[src/rtl/layer_out_serializer_pkg.sv]
// Shared types and defaults for the layer output serializer.
package layer_out_serializer_pkg;

    localparam int DEFAULT_DATA_WIDTH = 16;
    localparam int DEFAULT_NUM_NEURON = 30;

    typedef enum logic {
        IDLE = 1'b0,
        SEND = 1'b1
    } ser_state_e;

endpackage

[src/rtl/layer_out_serializer.sv]
// Parallel layer vector to word-serial stream with one pending slot and sticky overflow.
// Optional ready/valid handshake on the output when SER_BACKPRESSURE_EN is defined.
module layer_out_serializer
    import layer_out_serializer_pkg::*;
#(
    parameter int NUM_NEURON = DEFAULT_NUM_NEURON,
    parameter int DATA_WIDTH = DEFAULT_DATA_WIDTH
) (
    input  logic                             clk,
    input  logic                             rst,
    input  logic                             i_valid,
    input  logic [NUM_NEURON*DATA_WIDTH-1:0] i_data,
`ifdef SER_BACKPRESSURE_EN
    input  logic                             o_ready,
`endif
    output logic [DATA_WIDTH-1:0]            o_data,
    output logic                             o_valid,
    output logic                             o_last,
    output logic                             o_busy,
    output logic                             o_overflow
);

    localparam int VW = NUM_NEURON * DATA_WIDTH;
    localparam int CW = $clog2(NUM_NEURON + 1);
    localparam logic [CW-1:0] LAST_IDX = CW'(NUM_NEURON - 1);

    ser_state_e            state, state_n;
    logic [VW-1:0]         shreg, shreg_n;
    logic [VW-1:0]         pend, pend_n;
    logic                  pend_valid, pend_valid_n;
    logic [CW-1:0]         count, count_n;
    logic [DATA_WIDTH-1:0] o_data_n;
    logic                  o_valid_n, o_last_n, o_overflow_n;
    logic                  load, last_issue;

`ifdef SER_BACKPRESSURE_EN
    assign load = !o_valid || o_ready;
`else
    assign load = 1'b1;
`endif

    assign last_issue = (state == SEND) && load && (count == LAST_IDX);
    assign o_busy     = (state == SEND) || pend_valid;

    always_comb begin
        state_n      = state;
        shreg_n      = shreg;
        pend_n       = pend;
        pend_valid_n = pend_valid;
        count_n      = count;
        o_data_n     = o_data;
        o_valid_n    = o_valid;
        o_last_n     = o_last;
        o_overflow_n = o_overflow;

        case (state)
            IDLE: begin
`ifdef SER_BACKPRESSURE_EN
                if (o_ready) begin
                    o_valid_n = 1'b0;
                    o_last_n  = 1'b0;
                end
`else
                o_valid_n = 1'b0;
                o_last_n  = 1'b0;
`endif
                if (i_valid) begin
                    shreg_n = i_data;
                    count_n = '0;
                    state_n = SEND;
                end
            end
            SEND: begin
                if (load) begin
                    o_data_n  = shreg[DATA_WIDTH-1:0];
                    o_valid_n = 1'b1;
                    o_last_n  = (count == LAST_IDX);
                    shreg_n   = shreg >> DATA_WIDTH;
                    count_n   = count + CW'(1);
                end
                // On the final word, chain straight into the next vector so there is no bubble.
                if (last_issue) begin
                    if (pend_valid) begin
                        shreg_n      = pend;
                        count_n      = '0;
                        pend_valid_n = i_valid;
                        if (i_valid) begin
                            pend_n = i_data;
                        end
                    end else if (i_valid) begin
                        shreg_n = i_data;
                        count_n = '0;
                    end else begin
                        state_n = IDLE;
                    end
                end else if (i_valid) begin
                    if (!pend_valid) begin
                        pend_n       = i_data;
                        pend_valid_n = 1'b1;
                    end else begin
                        o_overflow_n = 1'b1;
                    end
                end
            end
            default: state_n = IDLE;
        endcase
    end

    always_ff @(posedge clk) begin
        if (rst) begin
            state      <= IDLE;
            count      <= '0;
            pend_valid <= 1'b0;
            o_data     <= '0;
            o_valid    <= 1'b0;
            o_last     <= 1'b0;
            o_overflow <= 1'b0;
        end else begin
            state      <= state_n;
            count      <= count_n;
            pend_valid <= pend_valid_n;
            o_data     <= o_data_n;
            o_valid    <= o_valid_n;
            o_last     <= o_last_n;
            o_overflow <= o_overflow_n;
        end
    end

    // Vector storage is qualified by state/pend_valid, so it needs no reset.
    always_ff @(posedge clk) begin
        shreg <= shreg_n;
        pend  <= pend_n;
    end

endmodule
[config.mk]
export PLATFORM = sky130hd
export DESIGN_NAME = layer_out_serializer
export DESIGN_NICKNAME = d
export VERILOG_FILES = /design/src/rtl/layer_out_serializer_pkg.sv /design/src/rtl/layer_out_serializer.sv
export SDC_FILE = /design/constraint.sdc
export NUM_CORES = 1
export LEC_CHECK = 0
export ABC_CLOCK_PERIOD_IN_PS = 44700
export CAP_MARGIN = 10
export CORE_ASPECT_RATIO = 1.5
export CORE_MARGIN = 2
export CORE_UTILIZATION = 55
export DETAILED_ROUTE_END_ITERATION = 12
export GPL_TIMING_DRIVEN = 1
export PLACE_DENSITY = 0.77
export SYNTH_ARGS = -nofsm -noshare
export SYNTH_HDL_FRONTEND = slang
export SYNTH_SLANG_ARGS = --single-unit
[constraint.sdc]
create_clock -name clk -period 44.7 [get_ports clk]
set_input_delay 6.705 -clock clk [delete_from_list [all_inputs] [get_ports clk]]
set_output_delay 6.705 -clock clk [all_outputs]
set_load 0.01 [all_outputs]
==> results.json <==
{
  "cts_resized": 0,
  "power.density_mw_per_mm2": 38.5,
  "fp.coreArea_mm2": 0.0900,
  "hold_buffers": 0,
  "antenna_left": 0,
  "p_leak_nw": 18.3,
  "cts_made_buffers": 96,
  "grt_antenna_before_repair": 38,
  "final-setup-viol-count": 0,
  "drive_above_1_share": 0.143,
  "syn-num-nets": 4721,
  "end_kind": "register",
  "max_cap_violations": 0,
  "tightestPinTransition_ns": 1.27,
  "critPathArrivalTime_ns": 10.50,
  "drc": 0,
  "path_class": "input pin to register",
  "worstHoldPathType": "register to register",
  "first_pass_iters": 6,
  "yosysWarningCount": 0,
  "synth_mux_area_frac": 0.108,
  "status": "complete, no violations",
  "num_vias": 36361,
  "row_count": 135,
  "maxSlewHeadroom": 0.155,
  "clk_latency_ns": 0.69,
  "layout_commonest_cell": "edfxtp_1",
  "fin_crit_sh": 0.228,
  "synth_compound_area_frac": 0.168,
  "finalWirelength_um": 139000,
  "ys_ff_latch": 986,
  "die_area_mm2": 0.0929,
  "clk_pin_slew_ns": 0.06,
  "start_util": 0.552,
  "crit_fanout": 175,
  "die_w_um": 249,
  "synth_cell_type_count": 31,
  "cts.sinks": 986,
  "yosys.area_share.simple": 0.0970,
  "synthesis.area_mm2": 0.0497,
  "grt_pass1_vias": 35392,
  "postSynthCellCount": 4236,
  "routabilityCongestion": 0.828,
  "area_growth_pct": 17.2,
  "cts_buffer_depth": 3,
  "layout.nets": 4987,
  "seq_area_frac_synth": 0.590,
  "grt_overflow": 0,
  "async_reset_ff_frac": 0,
  "startpoint_type": "input pin",
  "cts_root_buffer": "clkbuf_16",
  "final_cell_mix": "edfxtp_1, a21oi_1, clkdlybuf4s50_1",
  "htreeDepth": 3,
  "synth_area_leaders": "edfxtp_1, mux2_2, a21oi_1",
  "design_area_mm2": 0.0582,
  "avgSynthCellArea_um2": 11.7,
  "synth_xor_area_frac": 0.000705,
  "synthAdderAreaFrac": 0.000503,
  "rsz0062_at_grt": "false",
  "synth_top_family_by_area": "compound AO/OA/AOI/OAI gates",
  "num_io_pins": 503,
  "synth_top_area_frac": 0.580,
  "setup_ws_ns": 34.50,
  "cts_tree": "yes",
  "wl_per_cell_um": 24.0,
  "synth_edf_count": 960,
  "synth_top_area_cell": "edfxtp_1",
  "io_buffers": 502,
  "required_ns": 45.00,
  "clock.fmax_mhz": 98.0,
  "placed_area_mm2": 0.0549,
  "worst_ir_drop_vdd_mv": 0.0306,
  "postCtsSetupRepairBufs": 0,
  "grt_max_degree": 237,
  "ys.flop_type": "edfxtp_1",
  "hold_viol_final": 0,
  "fillCellCount": 6794,
  "place_ws_ns": 33.80,
  "grt_pass1_wl_um": 210000,
  "clock_skew_ns": 0.0187,
  "chipHeight_um": 372,
  "track_usage": 0.289,
  "maxSlewViolCount": 0,
  "drtIter0Drc": 3867,
  "final_util": 0.647,
  "detail_route.vias_per_cell": 6.30,
  "tns_ns": 0,
  "period_needed_ns": 10.20,
  "post-dp-hpwl_um": 80600
}
[routing by layer]
| layer | up-vias | GRT usage | share of wire |
|---|---|---|---|
| met2 | 1605 | 0.467 | 0.48 |
| met4 | 34 | 0.114 | 0.034 |
| met3 | 241 | 0.0571 | 0.082 |
| met5 | - | 0 | 0.0017 |
| met1 | 18028 | 0.386 | 0.40 |
| li1 | 16453 | - | - |
[state kept, by name, summed over array words and instances, names as in the netlist]
| name | count |
|---|---|
| o_valid | 1 |
| o_overflow | 1 |
| pend | 480 |
| o_last | 1 |
| state | 1 |
| pend_valid | 1 |
| count | 5 |
| shreg | 480 |
| o_data | 16 |
[critical path, cell delays in order]
cell and delay, ns:
buf_8 0.62, inv_1 0.39, nand2_4 0.83, buf_12 0.71, buf_4 0.94
[stage by stage]
| step | power [mW] | instances | hold WS [ns] |
|---|---|---|---|
| detailed placement | 1.40 | 5568 | 0.472 |
| global route | 2.31 | 5764 | 0.515 |
| CTS | 2.25 | 5746 | 0.486 |
| floorplan | 1.32 | 4236 | 0.456 |
| global placement | 1.40 | 5568 | 0.463 |
| finish | 2.24 | 5774 | 0.486 |
[cell families after synthesis]
family                   Yosys count
AO/OA/AOI/OAI                   1423
multiplexers                     480
XOR/XNOR                           4
buffers and inverters            376
flip-flops                       986
adder cells (fa/ha/maj)            2
AND/OR/NAND/NOR                  965
[synth_stat cells, types with 2 or more instances]
| master | number |
|---|---|
| edfxtp_1 | 960 |
| a21oi_1 | 933 |
| nor2_1 | 482 |
| o211ai_1 | 465 |
| mux2_2 | 464 |
| nand2b_1 | 464 |
| clkbuf_1 | 183 |
| buf_2 | 144 |
| dfxtp_1 | 26 |
| buf_4 | 23 |
| a22o_1 | 16 |
| mux2i_1 | 16 |
| buf_1 | 15 |
| buf_6 | 7 |
| nand3_1 | 6 |
| o21ai_0 | 5 |
| inv_1 | 3 |
| nand2_1 | 3 |
| nor2b_1 | 3 |
| nor3_1 | 3 |
| xor2_1 | 3 |
| ha_1 | 2 |
| o31ai_1 | 2 |
[area by class of cell]
class | count | area (µm²) | area share
clock buffers | 114 | 2490 | 0.0427
clock inverters | 64 | 763 | 0.0131
well taps | 1164 | 1460 | 0.0250
diodes | 28 | 70.1 | 0.00120
flip-flops and latches | 986 | 29400 | 0.504
multi-input cells | 2874 | 18700 | 0.320
repair buffers | 541 | 5440 | 0.0933
inverters | 3 | 18.8 | 0.000322
[final timing paths]
kind	end	cells past startpoint	slack [ns]	startpoint
max	shreg[105]	5	34.50	i_valid
min	o_data[14]	2	0.49	shreg[14]
max reg2reg	shreg[105]	4	40.22	state
min reg2reg	o_data[14]	2	0.49	shreg[14]
[where the power goes]
part | total (mW) | switching, mW | internal (mW)
combinational | 0.254 | 0.139 | 0.115
sequential | 1.14 | 0.0384 | 1.10
clock | 0.855 | 0.362 | 0.492
total | 2.24 | 0.540 | 1.70
(Power assumes the default switching activity.)
